--- src/rtl/ifetch_buf.sv ---
// Instruction fetch unit: a PC register feeding instruction memory and a small circular
// buffer of {pc, instr} entries toward decode. Optional macro: IFETCH_MISALIGN_TRAP_EN.
module ifetch_buf #(
   parameter logic [31:0] RESET_PC = 32'h0000_0000,
   parameter int          DEPTH    = 2
) (
   input  logic        clk,
   input  logic        reset,
   output logic [31:0] iaddr,
   input  logic [31:0] idata,
   output logic        out_valid,
   input  logic        out_ready,
   output logic [31:0] out_instr,
   output logic [31:0] out_pc,
   input  logic        redirect_valid,
   input  logic [31:0] redirect_pc,
   output logic        misalign_err
);

   localparam int          PW   = $clog2(DEPTH);
   localparam logic [PW:0] FULL = (PW+1)'(DEPTH);

   logic [31:0]   pc;
   logic [PW:0]   count;
   logic [PW-1:0] wrptr;
   logic [PW-1:0] rdptr;
   logic [31:0]   fifo_pc    [DEPTH];
   logic [31:0]   fifo_instr [DEPTH];
   logic          halted;
   logic          push;
   logic          pop;
   logic [31:0]   redirect_target;

   assign iaddr     = pc;
   assign out_valid = (count != '0);
   assign out_instr = out_valid ? fifo_instr[rdptr] : 32'h0;
   assign out_pc    = out_valid ? fifo_pc[rdptr] : 32'h0;

   // Redirect outranks everything; a pop makes room for a push even when full.
   assign pop  = out_valid && out_ready && !redirect_valid;
   assign push = !redirect_valid && !halted && ((count < FULL) || pop);

`ifdef IFETCH_MISALIGN_TRAP_EN
   logic redirect_misaligned;

   assign redirect_misaligned = (redirect_pc[1:0] != 2'b00);
   assign redirect_target     = redirect_pc;

   // A misaligned redirect parks the fetcher until an aligned redirect arrives.
   always_ff @(posedge clk) begin
      if (reset) begin
         halted       <= 1'b0;
         misalign_err <= 1'b0;
      end else begin
         misalign_err <= redirect_valid && redirect_misaligned;
         if (redirect_valid) begin
            halted <= redirect_misaligned;
         end
      end
   end
`else
   logic unused_low_bits;

   assign unused_low_bits = ^redirect_pc[1:0];
   assign redirect_target = {redirect_pc[31:2], 2'b00};
   assign halted          = 1'b0;
   assign misalign_err    = 1'b0;
`endif

   always_ff @(posedge clk) begin
      if (reset) begin
         pc    <= RESET_PC;
         count <= '0;
         wrptr <= '0;
         rdptr <= '0;
      end else if (redirect_valid) begin
         pc    <= redirect_target;
         count <= '0;
         wrptr <= '0;
         rdptr <= '0;
      end else begin
         if (push) begin
            pc    <= pc + 32'd4;
            wrptr <= wrptr + PW'(1);
         end
         if (pop) begin
            rdptr <= rdptr + PW'(1);
         end
         if (push && !pop) begin
            count <= count + (PW+1)'(1);
         end else if (pop && !push) begin
            count <= count - (PW+1)'(1);
         end
      end
   end

   // Entry storage needs no reset; count alone decides what is visible.
   always_ff @(posedge clk) begin
      if (!reset && push) begin
         fifo_pc[wrptr]    <= pc;
         fifo_instr[wrptr] <= idata;
      end
   end

endmodule

--- config.mk ---
export PLATFORM = sky130hd
export DESIGN_NAME = ifetch_buf
export DESIGN_NICKNAME = d
export VERILOG_FILES = /design/src/rtl/ifetch_buf.sv
export SDC_FILE = /design/constraint.sdc
export NUM_CORES = 1
export LEC_CHECK = 0
export ABC_AREA = 1
export BUFFER_PORTS_ARGS = -buffer_cell sky130_fd_sc_hd__buf_2
export CAP_MARGIN = 30
export CORE_ASPECT_RATIO = 2
export CORE_MARGIN = 3
export CORE_UTILIZATION = 41
export CTS_CLUSTER_SIZE = 28
export DETAILED_ROUTE_END_ITERATION = 10
export GPL_TIMING_DRIVEN = 0
export PLACE_DENSITY = 0.71
export SETUP_SLACK_MARGIN = 0.2
export SYNTH_ARGS = -nofsm -noshare
export SYNTH_HDL_FRONTEND = slang
export SYNTH_SLANG_ARGS = --single-unit
--- constraint.sdc ---
create_clock -name clk -period 7.1 [get_ports clk]
set_input_delay 0.355 -clock clk [delete_from_list [all_inputs] [get_ports clk]]
set_output_delay 0.355 -clock clk [all_outputs]
set_load 0.02 [all_outputs]
==> results.toml, run 1 <==
[synthesis]
synth.distinct_cells = 29
yosysWarnings = 0
async_flop_share_pct = 0
synth_edf_count = 124
synth.avg_cell_area_um2 = 9.30
synth_area_leaders = "edfxtp_1 53%, nand2_1 14%, dfxtp_1 10%"
yosys.area.top_type = "edfxtp_1"
synth_cells = 753
ys_ff_latch = 159
yosysSeqAreaShare_pct = 63.2
syn-cell-area_um2 = 7000
ys.flop_type = "edfxtp_1"
synth_top_cell_area_share_pct = 53.2

[final_layout]
final_cell_mix = "261 x nand2_1, 161 x buf_2, 124 x edfxtp_1, 91 x a21oi_1, 56 x inv_1"
diodes = 0
layout_commonest_cell = "nand2_1"
multi_input_area_um2 = 2190
nNetsFinal = 1015
fillers = 1557
area_growth_pct = 25.0
instances_no_fill = 1165
seqCellArea_um2 = 4420
final_layout_size_suffix_gt1_share_pct = 23.3

[global_route]
gr-total-overflow = 0
grt_pass1_wl_um = 29300
track_usage_pct = 20.4
grt_max_degree = 17
grt_pass1_vias = 5678
antenna_found_initial = 0

[power_and_ir_drop]
peakVddDrop_mv = 0.171
leakagePower_uw = 0.00364
p_total_uw = 2170
p_per_area_nw_per_um2 = 248

[route]
drc = 0
wl_per_cell_um = 16.0
wirelength_um = 18600
drtAntennaViolNets = 0
firstDrtPassIters = 6
viasPerCell = 4.96
dr_total_vias = 5783
drtIter0Drc = 246

[critical_path]
cp_data_required_time_ns = 6.74
worst_setup_path_end_kind = "output port"
crit_path_start_kind = "flip-flop"
path_max_fanout = 10
crit_arrival_ns = 2.13
reg2regPathDepth = 9
worst-setup-path-type = "flip-flop to output port"

[sta]
rsz0062_at_grt = "no"
fmax_mhz = 403
fin_ws_ns = 4.62
fin_setup_tns_ns = 0
period_needed_ns = 2.48
setup_violations = 0
holdWs_ns = 0.117
finalMaxSlewViolations = 0
hold_viol = 0
clock-skew-final_ns = 0.00591
tightest_slew_ns = 0.702
post-route-period-util_pct = 35.0
relSlewSlack_pct = 53.0

[die]
die_w_um = 98.4
core.rowCount = 67
ios = 166
die_height_um = 191
die-area_um2 = 18800
core-area_um2 = 16800
start_util_pct = 41.8

[clock_tree]
ctsRootBufferMaster = "clkbuf_16"
cts_made_buffers = 17
cts_sinks = 159
clk_latency_ns = 0.43
cts_max_level = 4
postCtsSetupBuffers = 0
cts_resized = 0
hold_buffers = 0
clkTransAtPathRegs_ns = 0.06
cts_tree = "yes"
clk_path_buf_depth = 2

[placed_design]
place.gp.congestion = 0.934
port_buffers = 157
place_worst_setup_slack_ns = 4.40
dp_hpwl_um = 14300
dp_cells = 1133

[worst_hold_path]
min_path_type = "input pin to flip-flop"
hold_depth = 1

[outcome]
status = "finished clean"

[run]
cap_violations = 0
==> power by group <==
group / leakage (uW) / total, uW / switching [uW] / internal, uW
Sequential: 0.00144 / 1080 / 35.2 / 1050
Clock: 0.000269 / 834 / 364 / 470
Combinational: 0.00193 / 255 / 171 / 84.7
Total: 0.00364 / 2170 / 570 / 1600
==> critical path, cell delays in order, from the launching register on <==
cell	delay (ns)
dfxtp_1	0.29
clkbuf_1	0.23
inv_2	0.22
clkbuf_1	0.44
nand2_1	0.09
a21oi_1	0.20
buf_2	0.21
==> registers in the layout, indices dropped and copies added, names as in the netlist, named ones only <==
signal and flops:
count 2, fifo_instr 64, fifo_pc 60, iaddr 30, rdptr 1, wrptr 1
==> per-stage QoR <==
stage	util (%)	cell area, um2
CTS	52.2	8750
finish	52.2	8750
global route	52.2	8750
floorplan	-	7020
detailed placement	49.0	8210
global placement	48.1	8060
==> metal layers <==
metal | vias up | track usage [%] | wire (um)
li1 | 2877 | - | -
met1 | 2687 | 20.2 | 6600
met2 | 172 | 38.8 | 10400
met3 | 47 | 3.15 | 671
met4 | 0 | 12.3 | 919
met5 | - | 0 | 0
==> final cells by class <==
| class | count | area share (%) |
|---|---|---|
| Timing Repair Buffer | 169 | 10.6 |
| Tap cell | 207 | 2.96 |
| Buffer | 39 | 2.12 |
| Clock inverter | 11 | 0.886 |
| Sequential cell | 159 | 50.5 |
| Inverter | 60 | 2.57 |
| Multi-Input combinational cell | 499 | 25.0 |
| Clock buffer | 21 | 5.27 |
==> final timing paths <==
path | start | to | slack [ns]
setup / recovery | flip-flop | out_instr[25] | 4.62
hold / removal | idata[14] | fifo_instr[0][14] | 0.12
setup reg to reg | count[1] | fifo_instr[1][21] | 4.70
hold reg to reg | rdptr | flip-flop | 0.51
==> cell families (layout without fill, tap and decap cells) <==
family	count (synthesis)	in the layout	share of synthesized area, %
simple gates	372	372	21.6
flops	159	159	63.2
compound gates	114	114	8.24
buf+inv	99	300	5.86
xor+xnor	6	6	0.751
fa+ha+maj	2	2	0.357
other cells	1	5	0.0536
==> synth_stat cells (4+ instances only) <==
cell      count
nand3_1      45
nor2_1       45
o21ai_0      14
clkbuf_1     27
inv_2         4
inv_1        56
buf_2         4
dfxtp_1      35
xor2_1        6
nor3_1        5
edfxtp_1    124
nand4_1       7
o21ai_1       6
buf_4         5
nand2_1     261
a21oi_1      91
Note: power is estimated with default switching activity, not from simulation.
==> run 2, diff against run 1 <==
ABC_AREA = 0   (was 1)
clock period = 2.5 ns   (was 7.1 ns; I/O delays follow)
==> run 2 against run 1 <==
  * Hold slack worse by 0.094 ns
  * Total power rose to 2.9 times the previous value
  * Setup slack worse by 4.3 ns
  * Register-to-register slack worse by 4.4 ns
  * Sequential cell count unchanged
  * Die area down 3.0%
  * Routed wire length down 14%
  * Final cell count down 17%
  * Global-route usage down 2.4 points
  * Sequential share of layout area down 1.6 points
  * Area after synthesis down 3.1%
  * Critical path type is now flip-flop to flip-flop
==> results.toml, run 2 <==
[worst_hold_path]
hold_start = "redirect_pc[9]"
min_path_type = "input pin to flip-flop"
hold_depth = 3
min_to = "iaddr[9]"

[sta]
finalMaxSlewViolations = 0
post-route-period-util_pct = 87.2
hold_viol = 0
fmax_mhz = 459
rsz0062_at_grt = "no"
fin_setup_tns_ns = 0
period_needed_ns = 2.18
setup_violations = 0
clock-skew-final_ns = 0.00467
relSlewSlack_pct = 50.9
tightest_slew_ns = 0.736

[critical_path]
worst_setup_path_end_kind = "flip-flop"
cp_data_required_time_ns = 2.84
crit_path_start_kind = "flip-flop"
crit_arrival_ns = 2.52
reg2reg_to = "count[1]"
reg2regPathDepth = 8
rrSetupSlack_ns = 0.32
setup.worst_path.start = "count[1]"
worst-setup-path-type = "flip-flop to flip-flop"
r2r-start = "count[1]"
path_max_fanout = 10

[run]
cap_violations = 0

[die]
die_height_um = 188
die_w_um = 97.0
start_util_pct = 42.3
ios = 166
core-area_um2 = 16000
core.rowCount = 65
die-area_um2 = 18200

[final_layout]
fillers = 1316
area_growth_pct = 33.2
diodes = 0
final_layout_size_suffix_gt1_share_pct = 30.0
layout_commonest_cell = "buf_2"
nNetsFinal = 818
top_register = "fifo_instr"
final_cell_mix = "157 x buf_2, 124 x edfxtp_1, 79 x nor2_1, 71 x mux2i_1, 41 x dlygate4sd3_1"
fin_util_pct = 56.4
largest_register_ffs = 64
stdcell_area_um2 = 9040
instances_no_fill = 962

[synthesis]
synth_cells = 520
yosys-top-cells-count = "124 x edfxtp_1, 79 x nor2_1, 71 x mux2i_1, 35 x dfxtp_1, 26 x inv_1"
synth_area_leaders = "edfxtp_1 55%, mux2i_1 10%, dfxtp_1 10%"
syn-cell-area_um2 = 6780
ys_ff_latch = 159
yosysSeqAreaShare_pct = 65.2
synth_top_cell_area_share_pct = 54.9
synth_edf_count = 124
ys.flop_type = "edfxtp_1"
synth.avg_cell_area_um2 = 13.0
yosys.area.top_type = "edfxtp_1"
synth.distinct_cells = 40
yosysWarnings = 0
synth_most_common_cell = "edfxtp_1"
async_flop_share_pct = 0

[global_route]
grt_pass1_vias = 4984
track_usage_pct = 18.0
gr-total-overflow = 0
antenna_found_initial = 0
grt_pass1_wl_um = 25400
grt_max_degree = 22

[clock_tree]
clk_latency_ns = 0.42
ctsRootBufferMaster = "clkbuf_16"
clkTransAtPathRegs_ns = 0.06
cts_sinks = 159
cts_tree = "yes"
postCtsSetupBuffers = 0
clk_path_buf_depth = 2
cts_made_buffers = 17
cts_max_level = 4

[power_and_ir_drop]
leakagePower_uw = 0.00366
p_total_uw = 6330
peakVddDrop_mv = 0.464
p_per_area_nw_per_um2 = 700

[route]
drtAntennaViolNets = 0
wl_per_cell_um = 16.7
wirelength_um = 16100
met1_length_um = 5640
firstDrtPassIters = 4
top_layer = "met4"
wl_met3_um = 563
viasPerCell = 4.90
drc = 0
dr_total_vias = 4718
routed-wl-met2_um = 9400
drtIter0Drc = 125

[placed_design]
port_buffers = 157
dp_hpwl_um = 11800
postPlaceCellArea_um2 = 8030
dp_cells = 889
place.gp.congestion = 0.826

[outcome]
status = "finished clean"
## run 2: how the worst max path moves through the flow
stage	to	slack, ns	cells after the start
after floorplan	fifo_instr[1][0]	-0.35	6
after global placement	fifo_instr[1][18]	-1.12	6
after detailed placement	count[1]	0.11	8
after CTS	out_pc[8]	0.21	6
after global routing	out_instr[9]	0.21	6
final	count[1]	0.32	8
## run 2: cells by family after synthesis
| logic type | synth area share [%] |
|---|---|
| DFF | 65.2 |
| and+or+nand+nor | 10.7 |
| muxes | 10.6 |
| buffers and inverters | 3.61 |
| AOI/OAI and AO/OA | 5.24 |
| xor gates and xnor gates | 4.13 |
| adders and majority gates | 0.369 |
| other | 0.0553 |
## run 2: final cells by class
class | count | area [um2] | area share (%)
buffer | 32 | 190 | 2.10
clock buffer | 20 | 437 | 4.83
sequential | 159 | 4430 | 49.0
clock inverter | 12 | 144 | 1.59
tap | 201 | 251 | 2.78
timing repair buffer | 205 | 1330 | 14.7
inverter | 26 | 97.6 | 1.08
multi-input combinational | 307 | 2160 | 23.9
## run 2: worst max-delay path: stages, from the launching register on
cell and delay, ns:
dfxtp_2 0.43, clkbuf_2 0.27, nor2_1 0.10, inv_1 0.08
nand2_1 0.08, or2_2 0.28, ha_1 0.32, or3_1 0.40
a21oi_1 0.15
## run 2: power by group
part           leakage (uW)  switching (uW)  internal (uW)
clock network      0.000275             979           1560
registers           0.00144            92.3           2970
logic               0.00194             427            299
total               0.00366            1500           4830
## run 2: stage by stage
step                      hold slack [ns]  setup slack, ns
after floorplan                     0.224           -0.347
after global placement              0.314            -1.12
after detailed placement            0.317            0.110
after CTS                         0.00539            0.206
after global routing               0.0274            0.206
final                              0.0235            0.320
## run 2: metal layers
layer / GRT usage [%] / up-vias
li1: - / 2306
met4: 8.92 / 0
met1: 17.9 / 2250
met3: 3.28 / 29
met5: 0 / -
met2: 34.7 / 133
## run 2: timing repair
item | in CTS | in global routing
endpoints found under the setup margin | 61 | 48
endpoints found under the hold margin | 73 | 0
resized for setup | 10 | 5
hold buffers | 41 | 0
